<file path="src/rtl/transpose_chunk_scheduler.sv">
// Tile scheduler for a full-matrix transpose job: walks the chunk grid, issues
// tile reads, feeds the transpose unit and bounds outstanding tiles with credits.
module transpose_chunk_scheduler #(
  parameter int DATA_WIDTH   = 64,
  parameter int ADDR_WIDTH   = 64,
  parameter int ARR_SIZE     = 16,
  parameter int CHUNK_SIZE   = 8,
  parameter int MAX_INFLIGHT = 4
) (
  input  logic                  clk,
  input  logic                  rst,
  input  logic                  start_i,
  input  logic [ADDR_WIDTH-1:0] cfg_base_addr_i,
  input  logic                  cfg_mode_i,
  output logic                  busy_o,
  output logic                  done_o,
  output logic                  err_o,
  output logic                  rd_req_o,
  output logic [ADDR_WIDTH-1:0] rd_addr_o,
  input  logic                  rd_gnt_i,
  input  logic                  rd_data_val_i,
  output logic                  mt_in_val_o,
  output logic                  mt_ctrl_o,
  output logic [ADDR_WIDTH-1:0] mt_base_addr_o,
  output logic [ADDR_WIDTH-1:0] mt_chunk_addr_o,
  input  logic                  mt_out_val_i
);

  localparam int ELEM_BYTES = DATA_WIDTH / 8;
  localparam int NCH        = ARR_SIZE / CHUNK_SIZE;
  localparam int TOTAL      = NCH * NCH;
  localparam int PW         = (NCH > 1) ? $clog2(NCH) : 1;
  localparam int CW         = $clog2(TOTAL + 1);
  localparam int IW         = $clog2(MAX_INFLIGHT + 1);
  localparam int ROW_STRIDE = ARR_SIZE * CHUNK_SIZE * ELEM_BYTES;
  localparam int COL_STRIDE = CHUNK_SIZE * ELEM_BYTES;

  typedef enum logic [1:0] {S_IDLE, S_ISSUE, S_DRAIN, S_DONE} state_e;

  state_e                state_q, state_d;
  logic [ADDR_WIDTH-1:0] base_q, base_d;
  logic                  mode_q, mode_d;
  logic [PW-1:0]         rq_r_q, rq_r_d, rq_c_q, rq_c_d;
  logic [PW-1:0]         dt_r_q, dt_r_d, dt_c_q, dt_c_d;
  logic [CW-1:0]         iss_cnt_q, iss_cnt_d, dt_cnt_q, dt_cnt_d, cmp_cnt_q, cmp_cnt_d;
  logic [IW-1:0]         inflight_q, inflight_d;
  logic                  busy_q, busy_d, done_q, done_d, err_q, err_d;
  logic                  rd_req_q, rd_req_d, mt_in_val_q, mt_in_val_d;
  logic [ADDR_WIDTH-1:0] rd_addr_q, rd_addr_d, mt_chunk_addr_q, mt_chunk_addr_d;

  logic gnt_s, idle_s, ret_ok_s, dat_ok_s, err_ev_s;

  function automatic logic [ADDR_WIDTH-1:0] tile_addr(input logic [ADDR_WIDTH-1:0] base,
                                                      input logic [PW-1:0] r,
                                                      input logic [PW-1:0] c);
    tile_addr = base + ADDR_WIDTH'(r) * ADDR_WIDTH'(ROW_STRIDE)
                     + ADDR_WIDTH'(c) * ADDR_WIDTH'(COL_STRIDE);
  endfunction

  // Illegal returns/data are flagged but never allowed to move the counters.
  assign gnt_s    = rd_req_q & rd_gnt_i;
  assign idle_s   = (state_q == S_IDLE);
  assign ret_ok_s = mt_out_val_i & ~idle_s & (inflight_q != '0);
  assign dat_ok_s = rd_data_val_i & ~idle_s & (iss_cnt_q != dt_cnt_q);
  assign err_ev_s = (mt_out_val_i & ~ret_ok_s) | (rd_data_val_i & ~dat_ok_s);

  always_ff @(posedge clk) begin
    if (rst) begin
      state_q         <= S_IDLE;
      base_q          <= '0;
      mode_q          <= 1'b0;
      rq_r_q          <= '0;
      rq_c_q          <= '0;
      dt_r_q          <= '0;
      dt_c_q          <= '0;
      iss_cnt_q       <= '0;
      dt_cnt_q        <= '0;
      cmp_cnt_q       <= '0;
      inflight_q      <= '0;
      busy_q          <= 1'b0;
      done_q          <= 1'b0;
      err_q           <= 1'b0;
      rd_req_q        <= 1'b0;
      rd_addr_q       <= '0;
      mt_in_val_q     <= 1'b0;
      mt_chunk_addr_q <= '0;
    end else begin
      state_q         <= state_d;
      base_q          <= base_d;
      mode_q          <= mode_d;
      rq_r_q          <= rq_r_d;
      rq_c_q          <= rq_c_d;
      dt_r_q          <= dt_r_d;
      dt_c_q          <= dt_c_d;
      iss_cnt_q       <= iss_cnt_d;
      dt_cnt_q        <= dt_cnt_d;
      cmp_cnt_q       <= cmp_cnt_d;
      inflight_q      <= inflight_d;
      busy_q          <= busy_d;
      done_q          <= done_d;
      err_q           <= err_d;
      rd_req_q        <= rd_req_d;
      rd_addr_q       <= rd_addr_d;
      mt_in_val_q     <= mt_in_val_d;
      mt_chunk_addr_q <= mt_chunk_addr_d;
    end
  end

  always_comb begin
    state_d         = state_q;
    base_d          = base_q;
    mode_d          = mode_q;
    rq_r_d          = rq_r_q;
    rq_c_d          = rq_c_q;
    dt_r_d          = dt_r_q;
    dt_c_d          = dt_c_q;
    iss_cnt_d       = iss_cnt_q;
    dt_cnt_d        = dt_cnt_q;
    err_d           = err_q | err_ev_s;
    inflight_d      = inflight_q + IW'(gnt_s) - IW'(ret_ok_s);
    cmp_cnt_d       = cmp_cnt_q + CW'(ret_ok_s);
    mt_in_val_d     = dat_ok_s;
    mt_chunk_addr_d = dat_ok_s ? tile_addr(base_q, dt_r_q, dt_c_q) : mt_chunk_addr_q;

    if (gnt_s) begin
      iss_cnt_d = iss_cnt_q + CW'(1);
      if (rq_c_q == PW'(NCH - 1)) begin
        rq_c_d = '0;
        rq_r_d = rq_r_q + PW'(1);
      end else begin
        rq_c_d = rq_c_q + PW'(1);
      end
    end else begin
      iss_cnt_d = iss_cnt_q;
    end

    if (dat_ok_s) begin
      dt_cnt_d = dt_cnt_q + CW'(1);
      if (dt_c_q == PW'(NCH - 1)) begin
        dt_c_d = '0;
        dt_r_d = dt_r_q + PW'(1);
      end else begin
        dt_c_d = dt_c_q + PW'(1);
      end
    end else begin
      dt_cnt_d = dt_cnt_q;
    end

    case (state_q)
      S_IDLE: begin
        if (start_i) begin
          state_d    = S_ISSUE;
          base_d     = cfg_base_addr_i;
          mode_d     = cfg_mode_i;
          rq_r_d     = '0;
          rq_c_d     = '0;
          dt_r_d     = '0;
          dt_c_d     = '0;
          iss_cnt_d  = '0;
          dt_cnt_d   = '0;
          cmp_cnt_d  = '0;
          inflight_d = '0;
        end else begin
          state_d = S_IDLE;
        end
      end
      S_ISSUE: begin
        if (gnt_s && (iss_cnt_q == CW'(TOTAL - 1))) begin
          state_d = S_DRAIN;
        end else begin
          state_d = S_ISSUE;
        end
      end
      S_DRAIN: begin
        if (cmp_cnt_q == CW'(TOTAL)) begin
          state_d = S_DONE;
        end else begin
          state_d = S_DRAIN;
        end
      end
      S_DONE:  state_d = S_IDLE;
      default: state_d = S_IDLE;
    endcase

    // Outputs are registered from next-state values so they line up with the FSM.
    busy_d    = (state_d == S_ISSUE) || (state_d == S_DRAIN);
    done_d    = (state_d == S_DONE);
    rd_req_d  = (state_d == S_ISSUE) && (inflight_d < IW'(MAX_INFLIGHT));
    rd_addr_d = (state_d == S_ISSUE) ? tile_addr(base_d, rq_r_d, rq_c_d) : rd_addr_q;
  end

  assign busy_o          = busy_q;
  assign done_o          = done_q;
  assign err_o           = err_q;
  assign rd_req_o        = rd_req_q;
  assign rd_addr_o       = rd_addr_q;
  assign mt_in_val_o     = mt_in_val_q;
  assign mt_ctrl_o       = mode_q;
  assign mt_base_addr_o  = base_q;
  assign mt_chunk_addr_o = mt_chunk_addr_q;

endmodule

</file>
<file path="config.mk">
export PLATFORM = sky130hd
export DESIGN_NAME = transpose_chunk_scheduler
export DESIGN_NICKNAME = d
export VERILOG_FILES = /design/src/rtl/transpose_chunk_scheduler.sv
export SDC_FILE = /design/constraint.sdc
export NUM_CORES = 1
export LEC_CHECK = 0
export ABC_CLOCK_PERIOD_IN_PS = 8400
export BUFFER_PORTS_ARGS = -buffer_cell sky130_fd_sc_hd__buf_2
export CORE_AREA = 10 10 148 150
export CTS_BUF_LIST = sky130_fd_sc_hd__clkbuf_4 sky130_fd_sc_hd__clkbuf_8
export CTS_CLUSTER_DIAMETER = 60
export DETAILED_ROUTE_END_ITERATION = 16
export DIE_AREA = 0 0 158 160
export PLACE_DENSITY = 0.87
export SYNTH_ARGS = -nofsm -noshare
export SYNTH_HDL_FRONTEND = slang
export SYNTH_SLANG_ARGS = --single-unit
</file>
<file path="constraint.sdc">
create_clock -name clk -period 8.4 [get_ports clk]
set_clock_uncertainty 0.2 [all_clocks]
set_input_delay 1.68 -clock clk [delete_from_list [all_inputs] [get_ports clk]]
set_output_delay 1.68 -clock clk [all_outputs]
set_load 0.01 [all_outputs]
</file>
# Yosys cells after proc, flatten, opt, wreduce, memory -nomap -nowiden
# Index checks and enable logic that the tools add are counted.
# classes
n_addsub	13
order_cmp	1
n_eq_ne	9
mux	32
n_bitwise	12
reduce_logical	6
# op_table
cell	count
$add A64 B11 Y64	2
$add A64 B7 Y64	2
$mux W64	2
$mux W3	10
$mux W1	18
$eq A2 B2 Y1 const B	4
$pmux W2 S4	1
$and A1 B1 Y1	7
$add A3 B1 Y3	2
$add A3 B1 Y3 const B	2
$add A1 B1 Y1 const B	4
$eq A2 B1 Y1 const B	2
$eq A3 B2 Y1 const B	1
$eq A3 B3 Y1 const B	1
$lt A3 B3 Y1 const B	1
$ne A3 B3 Y1	1
$not A1 Y1	3
$reduce_bool A3 Y1	1
$sub A3 B1 Y3	1
$logic_and A1 B1 Y1	2
$logic_not A2 Y1	1
$mux W2	1
$or A1 B1 Y1	2
$reduce_and A2 Y1	1
$logic_or A1 B1 Y1	1
# word_totals
reg_bits	216
out_inout_bits	198
wordCells	91

# Depth between registers and ports, before layout
# Gate-level depths: netlist of run 1.
# depth
ltp_word	9
depth_mapped	18
mapped_depth_nobuf	11

# Least setup slack after synthesis of run 1
# OpenSTA, ideal clock, no wires.
# synth_timing
path_type	input-to-reg
startpoint	input port start_i
endpoint	register rd_addr_q[59] (netlist: rd_addr_o[59])
arrival_time_ps	5299
setup_slack_ps	2774
path_stages	17
cell_sequence	nor3b_2 -> buf_2 -> buf_2 -> buf_4 -> buf_2 -> buf_2 -> buf_2 -> nand2_1 -> nand2_1 -> ha_1 -> and4_1 -> a211oi_1 -> or3_4 -> buf_6 -> and4b_2 -> and3_1 -> or3_1
# synth_between
elab_chain_len	4
word_cells_on_any_way	11
cone_classes	2 x add/sub; 1 x eq/ne; 8 x mux
# synth_rtl
element	line_no	source
from (decl)	12	input logic start_i,
$mux W64	151	if (start_i) begin
$mux W64	149	case (state_q)
named net base_d[10]	41	logic [ADDR_WIDTH-1:0] base_q, base_d;
$add A64 B11 Y64	56	tile_addr = base + ADDR_WIDTH'(r) * ADDR_WIDTH'(ROW_STRIDE)
$add A64 B7 Y64	57	+ ADDR_WIDTH'(c) * ADDR_WIDTH'(COL_STRIDE);
to (signal assigned)	103	rd_addr_q <= rd_addr_d;
to (decl)	49	logic [ADDR_WIDTH-1:0] rd_addr_q, rd_addr_d, mt_chunk_addr_q, mt_chunk_addr_d;
# The timed path passes the listed nets, and every way through them passes these cells.
# A chain may end at the register's enable or synchronous reset.

# Worst setup path in the final report of run 1
# layout_timing
startpoint	input port start_i
endpoint	register rd_addr_q[60] (netlist: rd_addr_o[60])
# Same word-level chain as after synthesis.

==> impl_results.md, run 1 <==
- Status: complete, no violations
- CTS tree: yes
- Mapped Cells: 1311
- Lkg Pwr: 0.005504 uW
- Initial core utilization: 58.21%
- Core ar.: 0.01908 mm^2
- Distinct cells, synth: 78
- Detailed Route WL: 36420 um
- First-pass GRT wire length: 57210 um
- GPL Wtd Cong: 0.9567
- Rel. slew slack: 22.99%
- Die height: 160 um
- Gr ovfl total: 0
- H-Tree Depth: 2
- Reg clk slew, reported paths: 0.06 ns
- Area Growth Syn to Fin: 19.42%
- Layout Cells excl Fill: 1803
- Hold Path Class: reg -> reg
- CP Capture Type: flip-flop
- Sequential fraction of the synthesis area: 38.93%
- PortBufs: 268
- Minimum clock period: 5.312 ns
- Clk_lat worst skew: 0.54 ns
- Placed cell count: 1734
- CTS buffer count: 37
- Number of synthesized register bits: 216
- DRC: 0
- Number of global-route vias before repair: 10680
- Slew @ Worst Pin: 1.141 ns
- Main flop type after synthesis: dfxtp_1
- Clock Path Buffers: 3
- Pre-CTS setup slack: 2.644 ns
- Power Density: 187.5 mW/mm^2
- CP Data Arrival Time: 5.49 ns
- Max Freq: 188.2 MHz
- IO Pins: 269
- Pre-antenna DRT Iters: 6
- Crit path max fanout: 70
- Dpl hpwl: 26240 um
- Post-CTS Setup Repair Bufs: 0
- Max Cap Viol: 0
- Final instance area: 0.01326 mm^2
- Die area: 0.02528 mm^2
- Number of DRC markers in iteration 0: 1119
- Post-route setup slack: 3.088 ns
- Slew Viols, Final: 0
- Vias: 11090
- FF+latch area: 0.004324 mm^2
- Post-Syn Area: 0.01111 mm^2
- Setup-failing EPs final: 0
- Crit path launch type: input port
- WL/cell: 20.20 um
- Clock Tree Root: clkbuf_8
- Std-Cell Rows: 51
- Peak VDD IR: 0.1375 mV
- Largest net degree at the start of global routing: 146
- Vias per cell: 6.153
- Hold WS: 0.2542 ns
- Fillers: 1490
- Final Hold Viols: 0
- Multi-input gate area: 0.006299 mm^2
- Worst setup path category: in -> reg
- Placed instance area: 0.01245 mm^2
- Nets: 1621
- Initial antenna violation count: 4
- Synth warn: 0
- Final ANT Viol Nets: 0
- Cts hold-fix bufs: 0
- CTS sink cnt: 216
- Post-synth ARST share: 0%
- Gr usage total: 27.60%
- WP data required: 8.58 ns
- Final TNS setup: 0 ns
- Period utilization: 63.24%
- Share of cells above drive strength 1: 24.02%
- Mean Syn Cell Area: 8.472 um^2
- CTS resizes: 0
- Die span in x: 158 um
- Post-synth EDFFs: 0
- Syn nets: 1397
- RSZ-0062 raised after global routing: no
cells in the mapped netlist (19+ instances only):
master    instances  area, um^2
nor4_1           19       118.9
xor2_1           43       376.6
nand3_1          64       320.3
clkbuf_1         63       236.5
nand4_1          38       237.7
a21oi_1          38       190.2
nor2_1          176       660.6
nand2_1         106       397.9
inv_1            24       90.09
dfxtp_1         216        4324
nand2b_1         32       200.2
a211oi_1         53       397.9
mux2i_1          69       690.7
nor3_1           33       165.2
xnor2_1          34       297.8
worst max-delay path, stage by stage:
cell and delay (ns):
buf_2 0.11, nor3b_4 0.20, buf_4 0.75, nand2_1 0.19, nand2_1 0.12, ha_1 0.22
ha_1 0.27, nand4_1 0.14, mux2i_1 0.22, o22ai_1 0.12, buf_4 0.21, nor4_2 0.82
and2_1 0.27, o311ai_0 0.15
kinds of logic after synthesis:
family	Yosys count	synth area share [%]
flops	216	38.93
mux	77	7.063
fa+ha+maj	15	1.757
simple gates	590	27.24
xor+xnor	77	6.072
compound gates	217	14.40
buf+inv	119	4.540
registers in the layout, indices dropped and copies added, names as in the netlist, 2 cells and up:
register         cells
cmp_cnt_q            3
mt_base_addr_o      64
dt_cnt_q             3
iss_cnt_q            3
mt_chunk_addr_o     64
state_q              2
inflight_q           3
rd_addr_o           64
placed cells by master (no fill, tap or decap), drive strengths merged, types with 9 or more instances in the layout:
| cell type | synthesis | layout |
|---|---|---|
| nor2 | 177 | 177 |
| inv | 24 | 24 |
| nor3b | 9 | 9 |
| and2 | 17 | 17 |
| and3 | 18 | 18 |
| nand2b | 32 | 32 |
| xnor2 | 34 | 34 |
| a21oi | 39 | 39 |
| a211o | 9 | 9 |
| nor3 | 34 | 34 |
| buf | 31 | 280 |
| o311ai | 14 | 14 |
| o31ai | 13 | 13 |
| or4 | 16 | 16 |
| a211oi | 53 | 53 |
| nand3 | 64 | 64 |
| nand4 | 38 | 38 |
| ha | 14 | 14 |
| dfxtp | 216 | 216 |
| o21ai | 17 | 17 |
| clkbuf | 64 | 61 |
| xor2 | 43 | 43 |
| o22ai | 14 | 14 |
| a311oi | 16 | 16 |
| nor4 | 24 | 24 |
| or3 | 19 | 19 |
| nor2b | 12 | 12 |
| nand2 | 106 | 106 |
| mux2i | 69 | 69 |
routing by layer:
metal	wire length [um]	part of all wire, %	global-route usage, %
met2	17070	47	45.65
met4	1191	3.3	10.32
met1	14310	39	33.11
met3	3829	11	7.897
met5	21	0.058	0
power breakdown:
group          internal [uW]  total, uW  switching (uW)
registers               1080       1130            52.5
logic                    126        326             200
clock network            599       1030             433
area by class of cell:
class | instances | share of cell area [%]
clock buffer | 61 | 5.716
timing repair buffer | 280 | 10.84
sequential | 216 | 32.60
clock inverter | 4 | 0.3585
inverter | 24 | 0.6792
tap | 238 | 2.245
antenna | 4 | 0.07546
multi-input combinational | 976 | 47.49
per-stage QoR:
stage	power (uW)	utilization [%]
6_report	2487	69.52
5_1_grt	2584	69.48
4_1_cts	2493	69.47
3_5_place_dp	1471	65.24
3_3_place_gp	1463	65.24
2_1_floorplan	1337	-
path summary, 6_finish.rpt:
| path | startpoint | end | slack, ns | cells past startpoint |
|---|---|---|---|---|
| setup reg to reg | state_q[0] | rd_addr_o[60] | 3.94 | 13 |
| hold / removal | mt_ctrl_o | mt_ctrl_o | 0.25 | 2 |
| hold reg to reg | mt_ctrl_o | mt_ctrl_o | 0.25 | 2 |
| setup / recovery | start_i | rd_addr_o[60] | 3.09 | 14 |
Note: power is estimated with default switching activity, not from simulation.
==> run 2, diff against run 1 <==
==> config.mk (replaced) <==
export PLATFORM = sky130hd
export DESIGN_NAME = transpose_chunk_scheduler
export DESIGN_NICKNAME = d
export VERILOG_FILES = /design/src/rtl/transpose_chunk_scheduler.sv
export SDC_FILE = /design/constraint.sdc
export NUM_CORES = 1
export LEC_CHECK = 0
export ABC_AREA = 1
export ABC_CLOCK_PERIOD_IN_PS = 4900
export BUFFER_PORTS_ARGS = -buffer_cell sky130_fd_sc_hd__buf_2
export CORE_AREA = 10 10 163 165
export CTS_BUF_LIST = sky130_fd_sc_hd__clkbuf_4 sky130_fd_sc_hd__clkbuf_8
export CTS_CLUSTER_DIAMETER = 60
export DETAILED_ROUTE_END_ITERATION = 16
export DIE_AREA = 0 0 173 175
export PLACE_DENSITY = 0.83
export SYNTH_ARGS = -nofsm -noshare
export SYNTH_HDL_FRONTEND = slang
export SYNTH_SLANG_ARGS = --single-unit
==> constraint.sdc (replaced) <==
create_clock -name clk -period 4.9 [get_ports clk]
set_clock_uncertainty 0.2 [all_clocks]
set_input_delay 0.98 -clock clk [delete_from_list [all_inputs] [get_ports clk]]
set_output_delay 0.98 -clock clk [all_outputs]
set_load 0.01 [all_outputs]
==> run 2 against run 1 <==
First-iteration DRC count rose by 79%. Sequential share of layout area fell by 4.8 points. Wire length rose by 50%. Non-clock buffer count rose by 1. Clock-buffer cell count fell by 7. Critical path type is now reg -> reg. Worst setup slack got worse by 1.7 ns. Highest routed layer is now met4. Final area rose by 17%. Hold slack improved by 0.026 ns.
==> impl_results.md, run 2 <==
- Main flop type after synthesis: dfxtp_1
- Crit-path leading delay family: simple AND/OR/NAND/NOR gates
- First-pass GRT wire length: 82520 um
- Util after Layout: 66.93%
- Crit-path slowest cell: dfxtp_1
- Leading cell types by count after synthesis: nand2_1, nor2_1, inv_1, dfxtp_1, nand3_1
- WP buf/inv: 4
- Slew @ Worst Pin: 1.147 ns
- Synth top area cells: dfxtp_1, nand2_1, nor2_1
- GR met1 Demand/Resource: 44.07%
- Post-synth EDFFs: 0
- RSZ-0062 raised after global routing: no
- Status: complete, no violations
- Die span in x: 173 um
- Clk_lat worst skew: 0.55 ns
- Detailed Route WL: 54610 um
- Period utilization: 71.85%
- Core ar.: 0.02326 mm^2
- Final ANT Viol Nets: 0
- Synth area leader: dfxtp_1
- Worst setup path category: reg -> reg
- Multi-input gate area: 0.007497 mm^2
- Crit path launch type: flip-flop
- Vias per cell: 5.642
- GPL Wtd Cong: 1.016
- Most used routing layer: met2
- CTS sink cnt: 216
- Commonest non-fill, non-tap cells in the layout: nand2_1, nor2_1, inv_1, buf_2, dfxtp_1
- Share of cells above drive strength 1: 17.60%
- Final Power: 4859 uW
- Nets: 2484
- H-Tree Depth: 2
- Mean Syn Cell Area: 6.159 um^2
- Minimum clock period: 3.521 ns
- Synth top area share: 32.54%
- Std-Cell Rows: 56
- Pre-antenna DRT Iters: 7
- Reg clk slew, reported paths: 0.07 ns
- Slew Viols, Final: 0
- FF+latch area: 0.004324 mm^2
- WP data required: 5.14 ns
- Crit path max fanout: 38
- Post-CTS Setup Repair Bufs: 0
- Met2 GRT Util: 53.87%
- Setup-failing EPs final: 0
- Crit-path cells: nor2_4 > nand2_4 > inv_1 > or2_2 > o21ai_0 > inv_1 > ha_1 > ha_1 > nand3_1 > nor2_2 > nand2_1 > nand2_1 > inv_1 > nor2_2 > nand3_1 > nand2_1 > nand3_1 > nand2_1 > inv_1
- CTS tree: yes
- Worst setup startpoint: state_q[1]
- R2R Setup Slk: 1.38 ns
- Gr usage total: 34.21%
- CTS resizes: 0
- Power Density: 312.1 mW/mm^2
- Number of global-route vias before repair: 14570
- Initial core utilization: 57.13%
- Number of DRC markers in iteration 0: 2005
- Syn nets: 2244
- Clock Path Buffers: 3
- Hold Path Class: reg -> reg
- Distinct cells, synth: 46
- Commonest non-fill, non-tap cell in the layout: nand2_1
- Clock Tree Root: clkbuf_8
- Final Hold Viols: 0
- CP Capture Type: flip-flop
- Peak VDD IR: 0.2563 mV
- Mapped Cells: 2158
- WL/cell: 19.91 um
- DRC: 0
- Largest net degree at the start of global routing: 90
- Lkg Pwr: 0.007960 uW
- Synth warn: 0
- Number of synthesized register bits: 216
- Max Freq: 284.1 MHz
- Area Growth Syn to Fin: 17.14%
- IO Pins: 269
- Placed cell count: 2676
- Cts hold-fix bufs: 0
- PortBufs: 268
- Count leader, synth: nand2_1
- Sequential fraction of the synthesis area: 32.54%
- Fillers: 2118
- Gr ovfl total: 0
- Die height: 175 um
- CTS buffer count: 39
- Final TNS setup: 0 ns
- Initial antenna violation count: 3
- CP Data Arrival Time: 3.76 ns
- Grt met3 use: 5.734%
- Reg-to-Reg Start: state_q[1]
- Dpl hpwl: 43190 um
- Post-Syn Area: 0.01329 mm^2
- Layout Cells excl Fill: 2743
- Crit-path max cell delay: 0.35 ns
- Die area: 0.03028 mm^2
- Rel. slew slack: 23.54%
- Hold path startpoint: rd_addr_o[1]
- Max Cap Viol: 0
- Vias: 15480
- Post-synth ARST share: 0%
-- run 2: layout make-up --
cell class / count / area share (%)
diodes: 3 / 0.04822
clock buffers: 54 / 4.372
clock inverters: 10 / 0.8840
inverters: 278 / 6.703
multi-input cells: 1582 / 48.16
flip-flops and latches: 216 / 27.77
well taps: 319 / 2.564
repair buffers: 281 / 9.499
-- run 2: cells by family (layout without fill, tap and decap cells) --
family	after synthesis	count (layout)	share of synthesized area (%)
AND/OR/NAND/NOR	1357	1357	44.37
buffers and inverters	360	623	11.15
flip-flops	216	216	32.54
AO/OA/AOI/OAI	158	158	6.995
XOR/XNOR	46	46	3.031
adder cells (fa/ha/maj)	15	15	1.469
multiplexers	6	6	0.4519
other	0	3	0
-- run 2: per-layer routing --
layer	part of all wire [%]	vias to the layer above
met5	0	-
met4	5.6	0
met3	10	153
met2	44	930
met1	40	7126
li1	-	7268
-- run 2: stage by stage --
| step | instance area, um^2 | setup slack, ns | hold slack [ns] |
|---|---|---|---|
| finish | 15570 | 1.380 | 0.2802 |
| detailed placement | 14740 | 0.9359 | 0.2591 |
| global route | 15570 | 1.154 | 0.2991 |
| CTS | 15560 | 1.475 | 0.2776 |
| global placement | 14740 | 1.012 | 0.2553 |
| floorplan | 13290 | 1.358 | 0.2725 |
-- run 2: power by group --
group / leakage [uW] / total, uW / switching, uW / internal, uW
Sequential: 0.00177 / 2020 / 132 / 1880
Combinational: 0.00577 / 1000 / 688 / 312
Clock: 0.000413 / 1840 / 791 / 1050
-- run 2: worst paths after layout --
kind                                       to  cells past startpoint
worst max-delay path            rd_addr_o[52]                     19
worst min-delay path             rd_addr_o[1]                      2
worst max register to register  rd_addr_o[52]                     19
worst min register to register   rd_addr_o[1]                      2
-- run 2: worst min-delay path, stage by stage (launching register included) --
cell and delay, ns:
dfxtp_1 0.32, o211ai_1 0.08, inv_1 0.05
